$ cat config.mk
export PLATFORM = sky130hd
export DESIGN_NAME = spi_master
export DESIGN_NICKNAME = d
export VERILOG_FILES = /design/src/rtl/spi_pkg.sv /design/src/rtl/spi_clkgen.sv /design/src/rtl/spi_master.sv
export SDC_FILE = /design/constraint.sdc
export NUM_CORES = 1
export LEC_CHECK = 0
export CAP_MARGIN = 40
export CELL_PAD_IN_SITES_DETAIL_PLACEMENT = 0
export CELL_PAD_IN_SITES_GLOBAL_PLACEMENT = 1
export CORE_MARGIN = 10
export CORE_UTILIZATION = 40
export DETAILED_ROUTE_END_ITERATION = 10
export PLACE_DENSITY = 0.79
export REMOVE_ABC_BUFFERS = 1
export SLEW_MARGIN = 20
export SYNTH_ARGS = -nofsm -noshare
export SYNTH_HDL_FRONTEND = slang
export SYNTH_HIERARCHICAL = 1
export SYNTH_SLANG_ARGS = --single-unit
$ cat constraint.sdc
create_clock -name clk -period 3.9 [get_ports clk]
set_clock_uncertainty 0.15 [all_clocks]
set_input_delay 0.78 -clock clk [delete_from_list [all_inputs] [get_ports clk]]
set_output_delay 0.78 -clock clk [all_outputs]
set_load 0.1 [all_outputs]
$ cat src/rtl/spi_pkg.sv
// spi_pkg: shared state encodings, SPI mode constants and the chip-select width helper.
package spi_pkg;

    localparam logic [1:0] SPI_IDLE  = 2'd0;
    localparam logic [1:0] SPI_SETUP = 2'd1;
    localparam logic [1:0] SPI_XFER  = 2'd2;
    localparam logic [1:0] SPI_HOLD  = 2'd3;

    // {CPOL, CPHA}
    localparam logic [1:0] SPI_MODE0 = 2'b00;
    localparam logic [1:0] SPI_MODE1 = 2'b01;
    localparam logic [1:0] SPI_MODE2 = 2'b10;
    localparam logic [1:0] SPI_MODE3 = 2'b11;

    function automatic int spi_cs_width(input int n_cs);
        if (n_cs > 1) begin
            return $clog2(n_cs);
        end else begin
            return 1;
        end
    endfunction

endpackage

$ cat src/rtl/spi_clkgen.sv
// spi_clkgen: emits a one-cycle tick every CLK_DIV clocks while enabled (one SCLK half-period).
module spi_clkgen #(
    parameter int CLK_DIV = 2
) (
    input  logic clk,
    input  logic rst,
    input  logic en,
    output logic tick
);

    localparam int CNT_W = (CLK_DIV > 1) ? $clog2(CLK_DIV) : 1;
    localparam logic [CNT_W-1:0] CNT_LAST = CNT_W'(CLK_DIV - 1);

    logic [CNT_W-1:0] cnt_r;

    assign tick = en && (cnt_r == CNT_LAST);

    // Half-period counter; held at zero whenever the engine is idle so every transfer starts aligned
    always_ff @(posedge clk) begin
        if (rst) begin
            cnt_r <= '0;
        end else if (!en) begin
            cnt_r <= '0;
        end else if (cnt_r == CNT_LAST) begin
            cnt_r <= '0;
        end else begin
            cnt_r <= cnt_r + CNT_W'(1);
        end
    end

endmodule

$ cat src/rtl/spi_master.sv
// spi_master: SPI master with configurable word width, SCLK divider, chip-select count and CPOL/CPHA.
// Defining SPI_LOOPBACK_EN adds the loop_en port (internal mosi->sample path, chip selects held high).
module spi_master
    import spi_pkg::*;
#(
    parameter int W_DATA  = 8,
    parameter int N_CS    = 2,
    parameter int CLK_DIV = 2
) (
    input  logic                          clk,
    input  logic                          rst,
    input  logic                          tx_valid,
    output logic                          tx_ready,
    input  logic [W_DATA-1:0]             tx_data,
    input  logic [spi_cs_width(N_CS)-1:0] cs_sel,
    input  logic [1:0]                    mode,
`ifdef SPI_LOOPBACK_EN
    input  logic                          loop_en,
`endif
    output logic                          rx_valid,
    output logic [W_DATA-1:0]             rx_data,
    output logic                          busy,
    output logic                          sclk,
    output logic                          mosi,
    input  logic                          miso,
    output logic [N_CS-1:0]               cs_n
);

    localparam int EDGE_W = $clog2(2 * W_DATA);
    localparam logic [EDGE_W-1:0] EDGE_LAST = EDGE_W'(2 * W_DATA - 1);

    logic [1:0]        state_r;
    logic [1:0]        state_s;
    logic [1:0]        mode_r;
    logic              loop_r;
    logic              loop_in_s;
    logic [W_DATA-1:0] sh_r;
    logic              rx_bit_r;
    logic [EDGE_W-1:0] edge_cnt_r;
    logic              tick_s;
    logic              accept_s;
    logic              last_edge_s;
    logic              lead_s;
    logic              sample_s;
    logic [N_CS-1:0]   cs_dec_s;

    logic              busy_r;
    logic              rx_valid_r;
    logic [W_DATA-1:0] rx_data_r;
    logic              sclk_r;
    logic              mosi_r;
    logic [N_CS-1:0]   cs_n_r;

`ifdef SPI_LOOPBACK_EN
    assign loop_in_s = loop_en;
`else
    assign loop_in_s = 1'b0;
`endif

    assign tx_ready    = (state_r == SPI_IDLE);
    assign accept_s    = tx_valid && tx_ready;
    assign last_edge_s = (edge_cnt_r == EDGE_LAST);
    // SCLK still sits at its idle level, so the coming toggle is a leading edge
    assign lead_s      = (sclk_r == mode_r[1]);
    assign sample_s    = loop_r ? mosi_r : miso;

    assign busy     = busy_r;
    assign rx_valid = rx_valid_r;
    assign rx_data  = rx_data_r;
    assign sclk     = sclk_r;
    assign mosi     = mosi_r;
    assign cs_n     = cs_n_r;

    spi_clkgen #(
        .CLK_DIV (CLK_DIV)
    ) u_clkgen (
        .clk  (clk),
        .rst  (rst),
        .en   (state_r != SPI_IDLE),
        .tick (tick_s)
    );

    // Chip-select pattern for the request being accepted; out-of-range selects match no bit
    always_comb begin
        cs_dec_s = '1;
        for (int i = 0; i < N_CS; i++) begin
            cs_dec_s[i] = loop_in_s || (int'(cs_sel) != i);
        end
    end

    // Next-state decode; every non-idle state advances only on a divider tick
    always_comb begin
        state_s = state_r;
        case (state_r)
            SPI_IDLE: begin
                if (accept_s) begin
                    state_s = SPI_SETUP;
                end else begin
                    state_s = SPI_IDLE;
                end
            end
            SPI_SETUP: begin
                if (tick_s) begin
                    state_s = SPI_XFER;
                end else begin
                    state_s = SPI_SETUP;
                end
            end
            SPI_XFER: begin
                if (tick_s && last_edge_s) begin
                    state_s = SPI_HOLD;
                end else begin
                    state_s = SPI_XFER;
                end
            end
            SPI_HOLD: begin
                if (tick_s) begin
                    state_s = SPI_IDLE;
                end else begin
                    state_s = SPI_HOLD;
                end
            end
            default: begin
                state_s = SPI_IDLE;
            end
        endcase
    end

    // Serial engine: request latch, SCLK generation, shift register and result hand-off
    always_ff @(posedge clk) begin
        if (rst) begin
            state_r    <= SPI_IDLE;
            mode_r     <= SPI_MODE0;
            loop_r     <= 1'b0;
            sh_r       <= '0;
            rx_bit_r   <= 1'b0;
            edge_cnt_r <= '0;
            busy_r     <= 1'b0;
            rx_valid_r <= 1'b0;
            rx_data_r  <= '0;
            sclk_r     <= 1'b0;
            mosi_r     <= 1'b0;
            cs_n_r     <= '1;
        end else begin
            state_r    <= state_s;
            busy_r     <= (state_s != SPI_IDLE);
            rx_valid_r <= 1'b0;
            case (state_r)
                SPI_IDLE: begin
                    if (accept_s) begin
                        mode_r     <= mode;
                        loop_r     <= loop_in_s;
                        sh_r       <= tx_data;
                        mosi_r     <= tx_data[W_DATA-1];
                        sclk_r     <= mode[1];
                        cs_n_r     <= cs_dec_s;
                        edge_cnt_r <= '0;
                    end
                end
                SPI_SETUP: begin
                end
                SPI_XFER: begin
                    if (tick_s) begin
                        sclk_r     <= ~sclk_r;
                        edge_cnt_r <= edge_cnt_r + EDGE_W'(1);
                        if (mode_r[0]) begin
                            // CPHA=1: present on leading, capture on trailing
                            if (lead_s) begin
                                mosi_r <= sh_r[W_DATA-1];
                            end else begin
                                sh_r <= {sh_r[W_DATA-2:0], sample_s};
                            end
                        end else begin
                            // CPHA=0: capture on leading, shift on trailing; the bit waits in rx_bit_r
                            if (lead_s) begin
                                rx_bit_r <= sample_s;
                            end else begin
                                sh_r <= {sh_r[W_DATA-2:0], rx_bit_r};
                                if (!last_edge_s) begin
                                    mosi_r <= sh_r[W_DATA-2];
                                end
                            end
                        end
                    end
                end
                SPI_HOLD: begin
                    if (tick_s) begin
                        cs_n_r     <= '1;
                        rx_data_r  <= sh_r;
                        rx_valid_r <= 1'b1;
                    end
                end
                default: begin
                end
            endcase
        end
    end

endmodule

==> results.json <==
{
  "status": "completed",
  "start_util_pct": 42.3,
  "synth.ff_latch_count": 32,
  "holdPathEnd": "u_clkgen/cnt_r$_SDFF_PP0_",
  "grt_pass1_vias": 1295,
  "final_max_slew_viol_count": 0,
  "multi_input_area_um2": 726,
  "cts.clk_slew.worst_paths_ps": 100,
  "leakagePower_nw": 0.788,
  "seq_area_um2": 641,
  "critPathMaxStageDelay_ps": 880,
  "period_share_pct": 66.3,
  "ant_nets": 0,
  "cts_root_buf": "clkbuf_4",
  "crit_path_end_kind": "output pin",
  "start_kind": "flop",
  "vdd.ir_drop.worst_v": 0.000197,
  "post-route-util_pct": 60.0,
  "grt_use_total_pct": 11.5,
  "wl_um": 3410,
  "path_class": "flop to output pin",
  "hp-start": "u_clkgen/cnt_r$_SDFF_PP0_",
  "coreArea_um2": 3390,
  "num_antenna_cells": 0,
  "yosysWarnings": 6,
  "cp.arrival_ps": 1650,
  "rsz0062_at_grt": "false",
  "cts-buffers-inserted": 5,
  "drt-wirelength-per-cell_um": 13.5,
  "power_density_nw_per_um2": 350,
  "min_period_ps": 2580,
  "cts_tree": "built",
  "ioPinCount": 30,
  "cts_setup_buffers": 0,
  "synth.area.top_cells": "dfxtp_1, mux2i_1, a21oi_1",
  "setup_tns_ps": 0,
  "syn_inst": 165,
  "tightestPinTransition_ps": 830,
  "final_nets": 222,
  "place_congestion": 0.779,
  "slowest_stage": "dfxtp_1",
  "hp-class": "flop to flop",
  "vias": 1272,
  "clock_path_buffers": 2,
  "grt_antenna_before_repair": 0,
  "rr_worst_depth": 7,
  "die_y_um": 79.9,
  "portBuffers": 29,
  "die_x_um": 79.9,
  "gr-total-overflow": 0,
  "synth_top_area_share_pct": 44.6,
  "crit_buf_inv": 1,
  "path_max_fanout": 30,
  "yosys.area.top_type": "dfxtp_1",
  "relSlewSlack_pct": 44.6,
  "grt_max_degree": 31,
  "crit_path_cell_trace": "nor2_1 -> buf_4",
  "ys_seq_area_share_pct": 44.6,
  "drc": 0,
  "synthesis.area_um2": 1440,
  "hold_buffers": 0,
  "r2r-end": "cs_n[0]$_SDFFE_PP1P_",
  "rows": 21,
  "max_freq_mhz": 387,
  "dp_hpwl_um": 2540,
  "drt-pass1-iter-count": 4,
  "ys_types": 34,
  "insertion_delay_ps": 330,
  "via_per_inst": 5.03,
  "cp.required_ps": 2970,
  "syn_to_final_growth_pct": 41.7,
  "hold_depth": 1,
  "syn_avg_cell_area_um2": 8.70,
  "drive_above_1_share_pct": 15.9,
  "hold_viol": 0,
  "initialDrtViolationCount": 60,
  "reg2reg_from": "state_r[0]$_SDFF_PP0_",
  "die-area_um2": 6380,
  "cts.htree.levels": 2,
  "path_delay_family": "flip-flops",
  "setup_viol": 0,
  "cts_resized": 0,
  "nFillCells": 301,
  "cts.sink_count": 32,
  "grt_pass1_wl_um": 5950,
  "rrSetupSlack_ps": 1320,
  "drv_cap": 0
}
-- layer usage --
metal,track usage (%),part of all wire [%],up-vias
met4,3.70,1.4,0
met5,0,0,-
met3,5.18,6.3,5
met2,19.3,50,28
li1,-,-,653
met1,12.7,42,586
-- final cells by class --
class / instances / share of cell area (%)
inverters: 4 / 0.738
clock inverters: 2 / 1.72
multi-input cells: 119 / 35.7
clock buffers: 6 / 2.03
well taps: 46 / 2.83
repair buffers: 44 / 25.5
flip-flops and latches: 32 / 31.5
-- power by group --
| part | switching, mW | internal [mW] |
|---|---|---|
| Clock | 0.111 | 0.134 |
| Combinational | 0.0643 | 0.0491 |
| Sequential | 0.0137 | 0.339 |
| Total | 0.189 | 0.522 |
-- through the flow --
stage,total power [mW],area (µm²),setup WS [ps],std cells,hold WS (ps)
2_1_floorplan,0.423,1380,508,155,250
3_3_place_gp,0.461,1730,1330,231,267
3_5_place_dp,0.474,1960,1310,245,278
4_1_cts,0.719,2030,1280,253,292
5_1_grt,0.746,2030,947,253,323
6_report,0.711,2030,1320,253,288
-- cell usage in the layout, fill, tap and decap left out, drive strengths merged, types with 2 or more instances in the layout --
| master | n |
|---|---|
| xnor2 | 5 |
| dfxtp | 32 |
| or3 | 8 |
| inv | 4 |
| nand2b | 2 |
| clkdlybuf4s50 | 28 |
| nand3 | 2 |
| mux2i | 11 |
| nor2 | 12 |
| nor3b | 3 |
| nor3 | 6 |
| nand2 | 23 |
| o21ai | 11 |
| clkbuf | 6 |
| mux2 | 3 |
| buf | 16 |
| a21oi | 21 |
-- registers in the layout, summed over array words and instances (netlist names) --
register,cells
busy,1
cs_n,2
edge_cnt_r,4
mode_r,2
mosi,1
rx_bit_r,1
rx_data,8
rx_valid,1
sclk,1
sh_r,8
state_r,2
u_clkgen/cnt_r,1
-- cell usage after synthesis --
| cell | number |
|---|---|
| nand4b_1 | 1 |
| ha_1 | 1 |
| nor3b_1 | 1 |
| mux2_2 | 3 |
| or3_1 | 8 |
| inv_1 | 3 |
| o211ai_1 | 1 |
| o41ai_1 | 1 |
| a311oi_1 | 1 |
| nand2b_2 | 1 |
| xnor2_1 | 5 |
| nor4b_1 | 1 |
| nor2_1 | 12 |
| mux2i_1 | 11 |
| a2bb2oi_2 | 1 |
| nand3_1 | 2 |
| xor2_1 | 1 |
| buf_2 | 1 |
| and3_1 | 1 |
| buf_6 | 1 |
| clkbuf_1 | 6 |
| inv_2 | 1 |
| nor3b_2 | 2 |
| nand2b_1 | 1 |
| nor3_1 | 6 |
| buf_4 | 2 |
| o21ai_0 | 11 |
| nand2_2 | 1 |
| nand2_1 | 22 |
| a21oi_1 | 21 |
| nor2b_1 | 1 |
| and2_2 | 1 |
| o31ai_1 | 1 |
| dfxtp_1 | 32 |
-- cells by family (layout without fill, tap and decap cells) --
logic type | count (synthesis) | count (layout) | share of synthesized area [%]
and+or+nand+nor | 61 | 61 | 21.5
muxes | 14 | 14 | 10.0
adders and majority gates | 1 | 1 | 0.872
DFF | 32 | 32 | 44.6
buffers and inverters | 14 | 56 | 4.79
AOI/OAI and AO/OA | 37 | 37 | 14.5
xor gates and xnor gates | 6 | 6 | 3.66
-- worst register-to-register path: stages (launching register included) --
cell and delay [ps]:
dfxtp_1 880, nor2_1 160, inv_1 120, and2_2 210
nand2_1 100, nor2_1 620, nor3_1 80, o21ai_0 190
-- how the worst max path moves through the flow --
stage,startpoint,endpoint,slack (ps),cells past startpoint
6_report,state_r[0]$_SDFF_PP0_,tx_ready,1320,2
5_1_grt,state_r[0]$_SDFF_PP0_,cs_n[0]$_SDFFE_PP1P_,950,7
4_1_cts,state_r[0]$_SDFF_PP0_,cs_n[0]$_SDFFE_PP1P_,1280,7
3_5_place_dp,state_r[0]$_SDFF_PP0_,cs_n[0]$_SDFFE_PP1P_,1310,7
3_3_place_gp,rst,sh_r[0]$_SDFFE_PP0P_,1330,3
2_1_floorplan,state_r[0]$_SDFF_PP0_,mosi$_SDFFE_PP0P_,510,7
Power figures use the tool's default switching activity.
